--- config.mk ---
export PLATFORM = sky130hd
export DESIGN_NAME = ov_frame_ctrl
export DESIGN_NICKNAME = d
export VERILOG_FILES = /design/src/rtl/ov_frame_ctrl.sv
export SDC_FILE = /design/constraint.sdc
export NUM_CORES = 1
export LEC_CHECK = 0
export CORE_UTILIZATION = 50
export DETAILED_ROUTE_END_ITERATION = 10
export PLACE_DENSITY_LB_ADDON = 0.2
export RECOVER_POWER = 100
export SLEW_MARGIN = 20
export SYNTH_ARGS = -nofsm -noshare
export SYNTH_HDL_FRONTEND = slang
export SYNTH_SLANG_ARGS = --single-unit
--- constraint.sdc ---
create_clock -name clk_25MHz -period 1.85 [get_ports clk_25MHz]
set_clock_uncertainty 0.05 [all_clocks]
set_input_delay 0.37 -clock clk_25MHz [delete_from_list [all_inputs] [get_ports clk_25MHz]]
set_output_delay 0.37 -clock clk_25MHz [all_outputs]
set_load 0.01 [all_outputs]
--- src/rtl/ov_frame_ctrl.sv ---
// OV camera frame capture controller: vsync-framed FIFO write control with reader handoff.
// Optional capture watchdog is built when OV_FRAME_TIMEOUT_EN is defined.
module ov_frame_ctrl #(
  parameter int unsigned WRST_CYCLES    = 4,
  parameter int unsigned VSYNC_POL      = 1,
  parameter int unsigned TIMEOUT_CYCLES = 2500000
) (
  input  logic       clk_25MHz,
  input  logic       rst_n,
  input  logic       initialized,
  input  logic       vsync,
  input  logic       capture_en,
  input  logic       snap,
  input  logic       frame_read,
  output logic       wen,
  output logic       wrst,
  output logic       new_frame,
  output logic       busy,
  output logic [7:0] frame_cnt,
  output logic       timeout
);

  typedef enum logic [2:0] {
    S_IDLE,
    S_WAIT_VS,
    S_WRST,
    S_CAPTURE,
    S_HANDOFF,
    S_READING
  } state_e;

  localparam logic       VS_ACT    = (VSYNC_POL != 0);
  localparam logic [3:0] WRST_LAST = 4'(WRST_CYCLES - 1);

  state_e     state_q, state_d;
  logic       vs_s1_q, vs_s2_q, vs_s3_q;
  logic       vs_edge;
  logic [3:0] wcnt_q, wcnt_d;
  logic [7:0] cnt_q, cnt_d;
  logic       wen_q, wrst_q, nf_q, busy_q, to_q;
  logic       to_hit, to_pulse;

  assign vs_edge = (vs_s2_q == VS_ACT) && (vs_s3_q != VS_ACT);

  // vs_s3_q only remembers the previous synchronized level for edge detection
  always_ff @(posedge clk_25MHz or negedge rst_n) begin
    if (!rst_n) begin
      vs_s1_q <= ~VS_ACT;
      vs_s2_q <= ~VS_ACT;
      vs_s3_q <= ~VS_ACT;
    end else begin
      vs_s1_q <= vsync;
      vs_s2_q <= vs_s1_q;
      vs_s3_q <= vs_s2_q;
    end
  end

`ifdef OV_FRAME_TIMEOUT_EN
  localparam int unsigned TO_W = $clog2(TIMEOUT_CYCLES + 1);

  logic [TO_W-1:0] tmo_q, tmo_d;

  assign to_hit = (tmo_q == TO_W'(TIMEOUT_CYCLES - 1));

  always_comb begin
    tmo_d = tmo_q;
    if (state_d != state_q) begin
      tmo_d = '0;
    end else if (state_q == S_WAIT_VS || state_q == S_CAPTURE) begin
      tmo_d = tmo_q + 1'b1;
    end
  end

  always_ff @(posedge clk_25MHz or negedge rst_n) begin
    if (!rst_n) begin
      tmo_q <= '0;
    end else begin
      tmo_q <= tmo_d;
    end
  end
`else
  assign to_hit = 1'b0;
`endif

  always_comb begin
    state_d  = state_q;
    wcnt_d   = wcnt_q;
    cnt_d    = cnt_q;
    to_pulse = 1'b0;
    unique case (state_q)
      S_IDLE: begin
        if (initialized && (capture_en || snap)) begin
          state_d = S_WAIT_VS;
        end
      end
      S_WAIT_VS: begin
        if (!initialized) begin
          state_d = S_IDLE;
        end else if (to_hit) begin
          state_d  = S_IDLE;
          to_pulse = 1'b1;
        end else if (vs_edge) begin
          state_d = S_WRST;
        end
      end
      S_WRST: begin
        if (!initialized) begin
          state_d = S_IDLE;
        end else if (wcnt_q == WRST_LAST) begin
          state_d = S_CAPTURE;
        end else begin
          wcnt_d = wcnt_q + 4'd1;
        end
      end
      S_CAPTURE: begin
        if (!initialized) begin
          state_d = S_IDLE;
        end else if (to_hit) begin
          state_d  = S_IDLE;
          to_pulse = 1'b1;
        end else if (vs_edge) begin
          state_d = S_HANDOFF;
          cnt_d   = cnt_q + 8'd1;
        end
      end
      S_HANDOFF: begin
        if (!frame_read) begin
          state_d = S_READING;
        end
      end
      S_READING: begin
        if (frame_read) begin
          state_d = S_IDLE;
        end
      end
      default: state_d = S_IDLE;
    endcase
    if (state_d != state_q) begin
      wcnt_d = '0;
    end
  end

  // outputs are decoded from the next state so they line up with the transition edge
  always_ff @(posedge clk_25MHz or negedge rst_n) begin
    if (!rst_n) begin
      state_q <= S_IDLE;
      wcnt_q  <= '0;
      cnt_q   <= '0;
      wen_q   <= 1'b0;
      wrst_q  <= 1'b1;
      nf_q    <= 1'b0;
      busy_q  <= 1'b0;
      to_q    <= 1'b0;
    end else begin
      state_q <= state_d;
      wcnt_q  <= wcnt_d;
      cnt_q   <= cnt_d;
      wen_q   <= (state_d == S_CAPTURE);
      wrst_q  <= (state_d != S_WRST);
      nf_q    <= (state_d == S_HANDOFF);
      busy_q  <= (state_d != S_IDLE);
      to_q    <= to_pulse;
    end
  end

  assign wen       = wen_q;
  assign wrst      = wrst_q;
  assign new_frame = nf_q;
  assign busy      = busy_q;
  assign frame_cnt = cnt_q;
  assign timeout   = to_q;

endmodule

# Word-level counts from Yosys, hierarchy flattened

Index checks and enable logic that the tools add are counted.

Input bits: 7
Word-level logic and storage cells: 47
Output and inout bits: 13
Register bits after elaboration: 22

Equal/unequal tests: 11
Reductions and logical operators: 9
Bitwise operators: 1
Add/subtract/negate cells: 2
Mux-type cells: 14

Operators with widths:

| operator                                                                 | number |
|---|---|
| 3-bit 2-to-1 mux                                                         | 9 |
| 3-bit case mux with 6 select lines                                       | 1 |
| 4-bit 2-to-1 mux                                                         | 4 |
| 3-bit by 2-bit == test with 1-bit output (second input constant)         | 3 |
| 3-bit == test (second input constant)                                    | 3 |
| 8-bit by 1-bit adder with 8-bit output (second input constant)           | 1 |
| 3-bit AND reduction                                                      | 2 |
| 4-bit by 1-bit adder with 4-bit output (second input constant)           | 1 |
| 4-bit by 2-bit == test with 1-bit output (second input constant)         | 1 |
| 2-bit nonzero test                                                       | 2 |
| 3-bit by 1-bit == test with 1-bit output (second input constant)         | 1 |
| 3-bit logical NOT                                                        | 1 |
| 3-bit by 2-bit inequality test with 1-bit output (second input constant) | 1 |
| 3-bit inequality test                                                    | 1 |
| 3-bit nonzero test                                                       | 1 |
| 1-bit logical AND                                                        | 2 |
| 2-bit by 1-bit inequality test with 1-bit output (second input constant) | 1 |
| 1-bit logical OR                                                         | 1 |
| 1-bit inverter                                                           | 1 |

# Logic depth before layout (Yosys ltp)

Gate-level depths: netlist of the first run.

Depth after elaboration: 8
Gate-level depth with buffers: 5
Depth with buffers taken out: 5

# Worst setup path before layout of the first run

No wires, ideal clock.

Kind: reg2reg
Start: register wcnt_q[0]
End: register wcnt_q[0]
Slack: 0.170 ns
Data required time: 1.667 ns
Stages on the path, launching flop included: 6
Setup time: 0.133 ns
Data arrival time: 1.497 ns
Path buffers: 0
Cells stage by stage: dfrtp_1 -> ha_1 -> or3b_4 -> a2111o_1 -> o211ai_2 -> nor3_1

Cells in the longest elaborated chain, start to end: 7

RTL lines:

| what                                                                                                    | line | RTL |
|---|---|---|
| from (decl)                                                                                             | 38   | `logic [3:0] wcnt_q, wcnt_d;` |
| from (signal assigned)                                                                                  | 156  | `wcnt_q <= wcnt_d;` |
| 4-bit by 2-bit == test with 1-bit output                                                                | 109  | `end else if (wcnt_q == WRST_LAST) begin` |
| 3-bit 2-to-1 mux                                                                                        | 109  |  |
| 3-bit 2-to-1 mux                                                                                        | 107  | `if (!initialized) begin` |
| 3-bit case mux with 6 select lines                                                                      | 90   | `unique case (state_q)` |
| 3-bit inequality test                                                                                   | 138  | `if (state_d != state_q) begin` |
| 2-bit by 1-bit inequality test with 1-bit output (no source line) or 2-bit nonzero test (tied branches) | --   |  |
| 3-bit AND reduction (no source line)                                                                    | --   |  |

Parallel ways exist; a longest one is shown, timed or not. The select of a mux whose other input is x is not followed.
A chain may end at the register's enable or synchronous reset.

# Final worst setup path of the first run

Start: register wrst_q (netlist: wrst)
End: output port wrst

RTL lines:

| what                   | line | RTL |
|---|---|---|
| from (decl)            | 40   | `logic wen_q, wrst_q, nf_q, busy_q, to_q;` |
| from (signal assigned) | 159  | `wrst_q <= (state_d != S_WRST);` |
| to (decl)              | 16   | `output logic wrst,` |

No word-level cell between the ends.

==> flow_summary.json, run 1 <==
{
  "critical_path_arrival_ns": 1.37,
  "final_cells": 143,
  "syn_to_final_growth_pct": 26.0,
  "slew_viol_final": 0,
  "wl_met1_um": 802,
  "finalCritPeriodShare": 0.970,
  "ctsRootBufferMaster": "clkbuf_4",
  "criticalPathCategory": "reg -> out",
  "ant_nets": 0,
  "setup_violations": 0,
  "combinationalPowerShare": 0.126,
  "numCtsBuffers": 3,
  "syn_nets": 101,
  "cts_buffer_depth": 2,
  "grt_pass1_wl_um": 2860,
  "insertion_delay_ns": 0.31,
  "initial_core_util": 0.531,
  "dp_hpwl_um": 1280,
  "hp-class": "reg -> reg",
  "powerDensity_nw_per_um2": 794,
  "worst_pin_slew_ns": 1.12,
  "cts_sinks": 22,
  "seqPwrFrac": 0.521,
  "relSlewSlack": 0.255,
  "rows": 16,
  "ctsHoldBuffers": 0,
  "outcome": "finished, final reports clean",
  "fmax_mhz": 557,
  "grt_pass1_vias": 671,
  "critPathBufInv": 1,
  "wl_met3_um": 35,
  "timing.final.ws_setup_ns": 0.0559,
  "setup.worst_path.start_class": "flip-flop",
  "worst_ep_required_time_ns": 1.43,
  "drtIter0Drc": 14,
  "syn_avg_cell_area_um2": 11.2,
  "syn_inst": 92,
  "worstSetupEndpointType": "output port",
  "cts.clk_slew.worst_paths_ns": 0.12,
  "drive_gt1_frac": 0.103,
  "dieArea_um2": 2250,
  "p_leak_nw": 0.595,
  "yosys_warnings": 0,
  "globalplace.congestion": 0.801,
  "drc": 0,
  "pre_cts_slack_ns": 0.00785,
  "clockPowerShare": 0.353,
  "ios": 20,
  "switching_share": 0.231,
  "die_h_um": 47.4,
  "firstDrtPassIters": 4,
  "power.internal_mw": 0.794,
  "synthDistinctLibCells": 37,
  "seq_area_frac_synth": 0.535,
  "wirelength_um": 1770,
  "tns_ns": 0,
  "crit_chain": "clkdlybuf4s50_1",
  "ys_ff_latch": 22,
  "track_usage": 0.193,
  "syn_area_um2": 1030,
  "port_buffers": 18,
  "met2_length_um": 884,
  "diodes": 0,
  "rsz0062_at_grt": "no",
  "hold_viol": 0,
  "min_period_ns": 1.79,
  "detail_route.wl_per_cell_um": 12.4,
  "layout.nets": 126,
  "antenna_found_initial": 0,
  "highest_layer": "met4",
  "fin_util": 0.669,
  "grt_start_max_net_pins": 23,
  "slowest_stage": "dfstp_2",
  "grt_overflow": 0,
  "maxCapViolCount": 0,
  "cts_tree": "done",
  "p_sw_mw": 0.238,
  "critPathMaxStageDelay_ns": 0.54,
  "ir_drop_mv": 0.731,
  "viasPerCell": 5.17,
  "cts_max_level": 1,
  "critPathTopFamily": "flip-flops",
  "die_x_um": 47.4,
  "num_vias": 740,
  "core_um2": 1940,
  "dp_cells": 138,
  "crit_fanout": 1
}
-- cell type report --
type                            instances  area, um^2
Sequential cell                        22         552
Timing Repair Buffer                   23         210
Clock inverter                          1        30.0
Inverter                                1        3.75
Fill cell                             178         643
Multi-Input combinational cell         66         447
Tap cell                               27        33.8
Clock buffer                            3        22.5
-- stage by stage --
step           hold slack [ns]  area [um^2]  total power [mW]
2_1_floorplan           0.0244         1030             0.615
3_3_place_gp             0.286         1250             0.679
3_5_place_dp             0.290         1250             0.682
4_1_cts                  0.319         1310              1.05
5_1_grt                  0.322         1300              1.08
6_report                 0.314         1300              1.03
-- placed cells by master, fill, tap and decap left out, types with 2 or more instances in the layout --
cell type	Yosys	layout
clkbuf_1	0	2
xnor2_1	5	5
o21ai_0	1	3
ha_1	2	2
nor3_1	5	5
nor2_1	5	5
a21oi_1	3	3
clkdlybuf4s50_1	0	9
nand4_1	3	3
buf_4	1	3
dlygate4sd3_1	0	9
nand2_1	9	9
xor2_1	5	5
nand3b_1	2	2
dfrtp_1	21	21
clkbuf_4	0	3
nand2b_1	2	2
nand3_1	3	3
-- synthesized netlist by cell type --
cell type,instances,area [um^2]
nor3_1,5,25.0
conb_1,1,3.75
and2_1,1,6.26
mux2i_1,1,10.0
a21boi_0,1,7.51
dfrtp_1,21,526
a211oi_1,1,7.51
nand2b_1,2,12.5
a21oi_1,3,15.0
o21ai_1,3,15.0
a2111o_1,1,11.3
nand4_1,3,18.8
xor2_1,5,43.8
nor2_1,5,18.8
nand2_1,9,33.8
nor4_2,1,12.5
nor3_2,1,10.0
xnor2_1,5,43.8
ha_1,2,25.0
buf_1,1,3.75
buf_6,1,11.3
o21ai_0,1,5.00
nand4b_1,1,8.76
buf_4,1,7.51
inv_1,1,3.75
nor2b_1,1,6.26
mux2_1,1,11.3
nand3b_1,2,15.0
a311oi_1,1,8.76
o211ai_2,1,12.5
nand3_1,3,15.0
and4bb_1,1,12.5
and2_0,1,6.26
or3b_4,1,11.3
nand2b_4,1,13.8
and3_1,1,6.26
dfstp_2,1,26.3
-- power groups by stage --
stage / Combinational (mW) / Clock, mW / Sequential [mW]
2_1_floorplan: 0.0706 / 0 / 0.544
3_3_place_gp: 0.134 / 0 / 0.545
3_5_place_dp: 0.136 / 0 / 0.547
4_1_cts: 0.138 / 0.378 / 0.538
5_1_grt: 0.148 / 0.392 / 0.543
6_report: 0.130 / 0.364 / 0.537
-- metal layers --
metal  GRT usage  up-vias
met5           0        -
met4       0.120        0
met3      0.0226        5
met2       0.299        9
met1       0.260      355
li1            -      371
-- sequential cells by signal (all words and copies together) (netlist names) --
register / cells
frame_cnt: 8
wcnt_q: 4
state_q: 3
busy: 1
new_frame: 1
vs_s1_q: 1
vs_s2_q: 1
vs_s3_q: 1
wen: 1
wrst: 1
-- worst paths after layout --
kind	start	end	slack, ns	depth (start not counted)
min in group asynchronous	rst_n	wcnt_q[3]	0.65	2
worst max-delay path	wrst	wrst	0.06	1
max in group asynchronous	rst_n	state_q[0]	0.44	2
worst min register to register	vs_s1_q	vs_s2_q	0.31	0
worst max register to register	wcnt_q[0]	wcnt_q[3]	0.09	5
worst min-delay path	vs_s1_q	vs_s2_q	0.31	0
-- cells by family after synthesis --
logic type,synth area share
compound gates,0.0801
fa+ha+maj,0.0243
simple gates,0.226
xor+xnor,0.0849
buf+inv,0.0255
other cells,0.00364
flops,0.535
mux,0.0206
-- repair_timing --
item / CTS / global route
buffers inserted: 0 / 1
endpoints found under the setup margin: 0 / 4
gates resized for setup: 0 / 1
Note: power is estimated with default switching activity, not from simulation.
==> run 2, diff against run 1 <==
- CAP_MARGIN: not set -> 20
==> results of run 2 <==
No change in the layout: final DEF, timing and power equal those of run 1.
